$ cat src/rtl/cache_pkg.sv
// rtl/cache_pkg.sv - shared state codes and address-field width helpers for rv_cache
package cache_pkg;

    typedef logic [1:0] cache_state_t;

    localparam cache_state_t ST_IDLE       = 2'd0;
    localparam cache_state_t ST_REFILL     = 2'd1;
    localparam cache_state_t ST_WRITE      = 2'd2;
    localparam cache_state_t ST_INVAL_PEND = 2'd3;

    function automatic int off_bits(input int data_w);
        return $clog2(data_w / 8);
    endfunction

    function automatic int word_bits(input int line_words);
        return $clog2(line_words);
    endfunction

    function automatic int idx_bits(input int sets);
        return $clog2(sets);
    endfunction

    function automatic int tag_bits(input int addr_w, input int data_w,
                                    input int line_words, input int sets);
        return addr_w - off_bits(data_w) - word_bits(line_words) - idx_bits(sets);
    endfunction

    // A zero-bit field (LINE_WORDS=1) still needs a one-bit signal to carry it.
    function automatic int field_w(input int bits);
        return (bits < 1) ? 1 : bits;
    endfunction

endpackage

$ cat src/rtl/cache_line_array.sv
// rtl/cache_line_array.sv - valid/tag/data storage, async read, word write, tag set, global clear
module cache_line_array
    import cache_pkg::*;
#(
    parameter int DATA_W     = 32,
    parameter int LINE_WORDS = 4,
    parameter int SETS       = 16,
    parameter int TAG_W      = 24,
    parameter int IW         = 4,
    parameter int WW         = 2
) (
    input  logic              clk,
    input  logic              rst,
    input  logic [IW-1:0]     rd_idx_i,
    input  logic [WW-1:0]     rd_word_i,
    output logic              rd_valid_o,
    output logic [TAG_W-1:0]  rd_tag_o,
    output logic [DATA_W-1:0] rd_data_o,
    input  logic              wr_en_i,
    input  logic [IW-1:0]     wr_idx_i,
    input  logic [WW-1:0]     wr_word_i,
    input  logic [DATA_W-1:0] wr_data_i,
    input  logic              tag_we_i,
    input  logic [TAG_W-1:0]  tag_data_i,
    input  logic              clr_all_i
);

    logic [SETS-1:0]   valid_q;
    logic [TAG_W-1:0]  tag_q  [SETS];
    logic [DATA_W-1:0] data_q [SETS][LINE_WORDS];

    // Clear wins over a tag set so an invalidate can never be lost.
    always_ff @(posedge clk or negedge rst) begin
        if (!rst) begin
            valid_q <= '0;
        end else if (clr_all_i) begin
            valid_q <= '0;
        end else if (tag_we_i) begin
            valid_q[wr_idx_i] <= 1'b1;
        end
    end

    always_ff @(posedge clk) begin
        if (tag_we_i) begin
            tag_q[wr_idx_i] <= tag_data_i;
        end
        if (wr_en_i) begin
            data_q[wr_idx_i][wr_word_i] <= wr_data_i;
        end
    end

    assign rd_valid_o = valid_q[rd_idx_i];
    assign rd_tag_o   = tag_q[rd_idx_i];
    assign rd_data_o  = data_q[rd_idx_i][rd_word_i];

endmodule

$ cat src/rtl/rv_cache.sv
// rtl/rv_cache.sv - direct-mapped write-through cache with burst refill; RV_CACHE_STATS_EN adds hit/miss counters
module rv_cache
    import cache_pkg::*;
#(
    parameter int ADDR_W     = 32,
    parameter int DATA_W     = 32,
    parameter int LINE_WORDS = 4,
    parameter int SETS       = 16
) (
`ifdef RV_CACHE_STATS_EN
    output logic [31:0]       o_hit_cnt,
    output logic [31:0]       o_miss_cnt,
`endif
    input  logic              clk,
    input  logic              rst,
    input  logic              i_req,
    input  logic              i_we,
    input  logic [ADDR_W-1:0] i_addr,
    input  logic [DATA_W-1:0] i_wdata,
    output logic [DATA_W-1:0] o_rdata,
    output logic              o_ready,
    input  logic              i_inval,
    output logic              o_busy,
    output logic              o_mem_req,
    output logic              o_mem_we,
    output logic [ADDR_W-1:0] o_mem_addr,
    output logic [DATA_W-1:0] o_mem_wdata,
    input  logic              i_mem_ack,
    input  logic [DATA_W-1:0] i_mem_rdata
);

    localparam int OFF_B = off_bits(DATA_W);
    localparam int WORD_B = word_bits(LINE_WORDS);
    localparam int IDX_B = idx_bits(SETS);
    localparam int TAG_W = tag_bits(ADDR_W, DATA_W, LINE_WORDS, SETS);
    localparam int WW = field_w(WORD_B);
    localparam int IW = field_w(IDX_B);
    localparam logic [ADDR_W-1:0] WORD_MASK  = ADDR_W'(LINE_WORDS - 1);
    localparam logic [ADDR_W-1:0] IDX_MASK   = ADDR_W'(SETS - 1);
    localparam logic [ADDR_W-1:0] LINE_MASK  = ADDR_W'(LINE_WORDS * (DATA_W / 8) - 1);
    localparam logic [ADDR_W-1:0] WORD_BYTES = ADDR_W'(DATA_W / 8);
    localparam logic [WW-1:0]     LAST_WORD  = WW'(LINE_WORDS - 1);

    cache_state_t      state_q, state_d;
    logic [WW-1:0]     k_q, k_d;
    logic              mem_req_q, mem_req_d, mem_we_q, mem_we_d;
    logic [ADDR_W-1:0] mem_addr_q, mem_addr_d;
    logic [DATA_W-1:0] mem_wdata_q, mem_wdata_d;
    logic              inval_q, inval_d;

    logic [WW-1:0]     req_word;
    logic [IW-1:0]     req_idx;
    logic [TAG_W-1:0]  req_tag;
    logic              rd_valid, tag_match, rd_hit;
    logic [TAG_W-1:0]  rd_tag;
    logic [DATA_W-1:0] rd_data;
    logic              arr_we, tag_we, clr_all;
    logic [WW-1:0]     arr_word;
    logic [DATA_W-1:0] arr_data;

    assign req_word = WW'((i_addr >> OFF_B) & WORD_MASK);
    assign req_idx  = IW'((i_addr >> (OFF_B + WORD_B)) & IDX_MASK);
    assign req_tag  = TAG_W'(i_addr >> (OFF_B + WORD_B + IDX_B));

    cache_line_array #(
        .DATA_W(DATA_W), .LINE_WORDS(LINE_WORDS), .SETS(SETS),
        .TAG_W(TAG_W), .IW(IW), .WW(WW)
    ) u_lines (
        .clk(clk), .rst(rst),
        .rd_idx_i(req_idx), .rd_word_i(req_word),
        .rd_valid_o(rd_valid), .rd_tag_o(rd_tag), .rd_data_o(rd_data),
        .wr_en_i(arr_we), .wr_idx_i(req_idx), .wr_word_i(arr_word), .wr_data_i(arr_data),
        .tag_we_i(tag_we), .tag_data_i(req_tag), .clr_all_i(clr_all)
    );

    // An invalidate in the same cycle forces the access down the miss path.
    assign tag_match = rd_valid && (rd_tag == req_tag);
    assign rd_hit    = (state_q == ST_IDLE) && i_req && !i_we && tag_match && !i_inval;

    always_comb begin
        state_d     = state_q;
        k_d         = k_q;
        mem_req_d   = mem_req_q;
        mem_we_d    = mem_we_q;
        mem_addr_d  = mem_addr_q;
        mem_wdata_d = mem_wdata_q;
        inval_d     = inval_q;
        arr_we      = 1'b0;
        arr_word    = req_word;
        arr_data    = mem_wdata_q;
        tag_we      = 1'b0;
        clr_all     = 1'b0;
        o_ready     = 1'b0;
        case (state_q)
            ST_IDLE: begin
                o_ready = rd_hit;
                clr_all = i_inval;
                if (i_req && i_we) begin
                    state_d     = ST_WRITE;
                    mem_req_d   = 1'b1;
                    mem_we_d    = 1'b1;
                    mem_addr_d  = i_addr;
                    mem_wdata_d = i_wdata;
                end else if (i_req && !rd_hit) begin
                    state_d    = ST_REFILL;
                    k_d        = '0;
                    mem_req_d  = 1'b1;
                    mem_we_d   = 1'b0;
                    mem_addr_d = i_addr & ~LINE_MASK;
                end
            end
            ST_REFILL: begin
                inval_d = inval_q || i_inval;
                if (i_mem_ack) begin
                    arr_we   = 1'b1;
                    arr_word = k_q;
                    arr_data = i_mem_rdata;
                    if (k_q == LAST_WORD) begin
                        tag_we    = 1'b1;
                        mem_req_d = 1'b0;
                        state_d   = (inval_q || i_inval) ? ST_INVAL_PEND : ST_IDLE;
                    end else begin
                        k_d        = k_q + WW'(1);
                        mem_addr_d = mem_addr_q + WORD_BYTES;
                    end
                end
            end
            ST_WRITE: begin
                inval_d = inval_q || i_inval;
                if (i_mem_ack) begin
                    o_ready   = 1'b1;
                    arr_we    = tag_match;
                    mem_req_d = 1'b0;
                    mem_we_d  = 1'b0;
                    state_d   = (inval_q || i_inval) ? ST_INVAL_PEND : ST_IDLE;
                end
            end
            default: begin
                clr_all = 1'b1;
                inval_d = 1'b0;
                state_d = ST_IDLE;
            end
        endcase
    end

    always_ff @(posedge clk or negedge rst) begin
        if (!rst) begin
            state_q     <= ST_IDLE;
            k_q         <= '0;
            mem_req_q   <= 1'b0;
            mem_we_q    <= 1'b0;
            mem_addr_q  <= '0;
            mem_wdata_q <= '0;
            inval_q     <= 1'b0;
        end else begin
            state_q     <= state_d;
            k_q         <= k_d;
            mem_req_q   <= mem_req_d;
            mem_we_q    <= mem_we_d;
            mem_addr_q  <= mem_addr_d;
            mem_wdata_q <= mem_wdata_d;
            inval_q     <= inval_d;
        end
    end

    assign o_rdata     = rd_hit ? rd_data : '0;
    assign o_busy      = (state_q != ST_IDLE);
    assign o_mem_req   = mem_req_q;
    assign o_mem_we    = mem_we_q;
    assign o_mem_addr  = mem_addr_q;
    assign o_mem_wdata = mem_wdata_q;

`ifdef RV_CACHE_STATS_EN
    logic [31:0] hit_cnt_q, miss_cnt_q;
    logic        refill_start;

    assign refill_start = (state_q == ST_IDLE) && i_req && !i_we && !rd_hit;

    always_ff @(posedge clk or negedge rst) begin
        if (!rst) begin
            hit_cnt_q  <= '0;
            miss_cnt_q <= '0;
        end else begin
            hit_cnt_q  <= hit_cnt_q + {31'd0, rd_hit};
            miss_cnt_q <= miss_cnt_q + {31'd0, refill_start};
        end
    end

    assign o_hit_cnt  = hit_cnt_q;
    assign o_miss_cnt = miss_cnt_q;
`endif

endmodule

$ cat config.mk
export PLATFORM = sky130hd
export DESIGN_NAME = rv_cache
export DESIGN_NICKNAME = d
export VERILOG_FILES = /design/src/rtl/cache_pkg.sv /design/src/rtl/cache_line_array.sv /design/src/rtl/rv_cache.sv
export SDC_FILE = /design/constraint.sdc
export NUM_CORES = 2
export LEC_CHECK = 0
export ABC_AREA = 1
export BUFFER_PORTS_ARGS = -buffer_cell sky130_fd_sc_hd__buf_2
export CAP_MARGIN = 20
export CORE_UTILIZATION = 67
export DETAILED_ROUTE_END_ITERATION = 8
export PLACE_DENSITY = 0.84
export SKIP_CTS_REPAIR_TIMING = 1
export SYNTH_ARGS = -nofsm -noshare
export SYNTH_HDL_FRONTEND = slang
export SYNTH_SLANG_ARGS = --single-unit
export TNS_END_PERCENT = 10
$ cat constraint.sdc
create_clock -name clk -period 8.5 [get_ports clk]
set_input_delay 1.275 -clock clk [delete_from_list [all_inputs] [get_ports clk]]
set_output_delay 1.275 -clock clk [all_outputs]
set_load 0.01 [all_outputs]
==> results.md <==
- Data arrival, critical path: approximately 6400 ps
- Worst Setup SP: i_addr[5]
- Synthesized area: 95100 µm²
- Largest family of logic cells by synthesized area: compound AO/OA/AOI/OAI gates
- Final RePlAce weighted congestion: 0.897
- Share of the synthesized area in the top cell type: 76.8%
- Pin count of the biggest net entering global routing: 160
- CTS tree: built
- Clock buffer count from CTS: 228
- Fin nets: 6806
- Final ANT Viol Nets: 0
- WP data required: 7220 ps
- CP Max Fanout: 110
- Placed Instances: 8318
- Max Clk Rate: about 0.13 GHz
- Clock sink count: 2519
- Hold crit path type: in2async
- Post-synth EDFFs: roughly 2400
- Final worst path period share: between 80% and 90%
- Most frequent cells in the layout: edfxtp_1 (2432), nand2_1 (1230), o22ai_1 (884)
- Htree depth: 4
- Synth warn: 0
- R2r startpoint: u_lines.tag_q[10][15]
- DPL Wire Length: 140 mm
- Post-Synth XOR/XNOR Area: 0.166%
- # IOs: 202
- Yosys reg bits: 2519
- Core Box Area: 140000 µm²
- Vias: between 60000 and 70000
- Vias in the first global route: 64000
- Synth-to-Final Area Change: 12.8%
- Syn Inst Count: 6493
- Post-DR vias/cell: 7.53
- I/O Buffers: 201
- Worst Setup EP: o_rdata[11]
- Sequential area share after synthesis: 79.1%
- Rows: between 100 and 150
- Total grt overflow: 0
- Synth unique cells: 47
- Max-cap check violation count: 0
- Adder-Cell Fraction of Synth Area: 0.0789%
- Worst-path clk slew: 70 ps
- Mean post-synth cell area: 14.6 µm²
- R2R Setup Slk: 4000 ps
- Simple-gate portion of the synthesized area: 7.25%
- Synth area leaders: edfxtp_1 (77%), o22ai_1 (5.8%), nand2_1 (5.0%)
- Global-route wire length before repair: ~410 mm
- Setup TNS: 0 ps
- Worst Reg-to-Reg Cells: 20
- Multi-input gate area: 18500 µm²
- Initial antenna violation count: 9
- R2R Path End: u_lines.data_q[6][127]
- Max-slew violations: 0
- Hold Vio Cnt, Final: 0
- Post-layout util: between 70% and 80%
- Clock period minus worst slack: about 7600 ps
- PwrDens: 289 nW/µm²
- Compound-gate portion of the synthesized area: between 10% and 20%
- Worst slew margin: 20.5%
- Initial Utilization: 67.8%
- FF/Latch Area: 75200 µm²
- Status: finished clean
- DRC viols: 0
- Root buffer selected by CTS: clkbuf_16
- Top FF cell, synth: edfxtp_1
- Final Setup Violations: 0
- WS Path Type: in2out
- Critical Path Source Type: primary input
- Proportion of synthesized area in mux cells: 0%
- CTS max path bufs: 3
- Die area: roughly 140000 µm²
- Total GRT Usage: between 40% and 50%
- Worst-Skew Late Latency: roughly 910 ps
- Syn Nets: 6601
- Die X: between 300 and 400 µm
- Drt total wl: just under 300 mm
- Routed WL per cell: 33.7 µm
- Leak: 35.7 nW
- Initial DRC count: 13200
- Synth async-reset ratio: around 3.5%
- RSZ-0062 raised after global routing: false
- Pre-Repair DR Iteration Count: 9
- Final Non-Filler Cells: 8775
- # fillers: 6938
- Die height: between 300 and 400 µm
- Commonest non-fill, non-tap cell in the layout: edfxtp_1
- Clock skew: 77.7 ps
- Share of layout cells above drive strength 1: 12.6%
- Synth area leader: edfxtp_1
- Worst slew pin tran: 1180 ps
- Setup crit end kind: output port
- Worst-case vdd ir drop: around 0.25 mV
-- stage by stage --
stage,area (µm²),power [W],hold WS [ps],setup WS (ps)
after floorplan,95100,0.0183,448,3560
after global placement,98900,0.0198,462,1410
after detailed placement,98900,0.0200,476,1290
after CTS,107000,0.0305,333,1250
after global routing,107000,0.0315,359,998
final,107000,0.0310,354,860
-- kinds of logic after synthesis --
kind of cell / Yosys count
flops: 2519
simple gates: 1728
compound gates: 1716
buf+inv: 506
xor+xnor: 18
fa+ha+maj: 6
-- synth_stat cells (3+ instances only) --
master / number
clkinv_1: 4
a22oi_1: 43
a41oi_1: 54
inv_1: 85
nand2_2: 6
edfxtp_1: 2432
a21oi_1: 46
nand3b_1: 3
a211oi_1: 3
and3_1: 5
a22o_1: 3
o21ai_0: 510
nand3_1: 70
o22a_1: 60
nor3_1: 15
clkbuf_1: 290
ha_1: 6
dfrtp_1: 87
o221ai_1: 62
nand2_1: 1262
a221oi_1: 21
xnor2_1: 8
xor2_1: 10
buf_1: 39
buf_2: 60
o211ai_1: 10
buf_4: 7
o21ai_1: 5
nor4_1: 3
a31oi_1: 5
buf_6: 18
nor2_1: 270
o22ai_1: 884
nor2_2: 6
nand4_1: 82
-- per-layer routing --
metal  up-vias  track usage, %  share of wire, %  wire (µm)
met5         -          0.0343            0.0044         13
met2      7928            60.8                45     132000
met1     30800            49.8                30      87300
met3      1880            12.7                17      51300
li1      25400               -                 -          -
met4         2            29.0               8.4      24800
-- power breakdown --
part / internal [W] / switching [W]
Sequential: 0.0156 / 0.000211
Clock: 0.00600 / 0.00476
Combinational: 0.000892 / 0.00350
Total: 0.0225 / 0.00848
-- how the worst min path moves through the flow --
| stage | from | endpoint | slack (ps) | cells after the start |
|---|---|---|---|---|
| final | rst | u_lines.valid_q[8] | 350 | 1 |
| after detailed placement | o_mem_we | o_mem_we | 480 | 2 |
| after floorplan | inval_q | inval_q | 450 | 2 |
| after global placement | o_mem_req | o_mem_req | 460 | 2 |
| after CTS | rst | u_lines.valid_q[1] | 330 | 1 |
| after global routing | rst | o_mem_addr[5] | 360 | 1 |
-- layout make-up --
cell class | count | share of cell area, %
Multi-Input combinational cell | 3468 | 17.2
Sequential cell | 2519 | 70.1
Inverter | 92 | 0.351
Antenna cell | 9 | 0.0210
Timing Repair Buffer | 389 | 2.83
Clock inverter | 151 | 1.77
Tap cell | 1876 | 2.19
Clock buffer | 271 | 5.50
-- flip-flops by register name, indices dropped and copies added (netlist names), 2 cells and up --
register         count
k_q                  2
u_lines.data_q    2048
o_mem_addr          32
state_q              2
u_lines.valid_q     16
o_mem_wdata         32
u_lines.tag_q      384
-- critical path, stage by stage --
cell and delay (ps):
buf_2 640, buf_4 520, nor2_4 290, inv_8 690
buf_12 450, o22ai_1 140, o21ai_0 260, a41oi_1 150
o21ai_0 570, o21ai_0 620, nor2_1 340, buf_2 200
(Power assumes the default switching activity.)
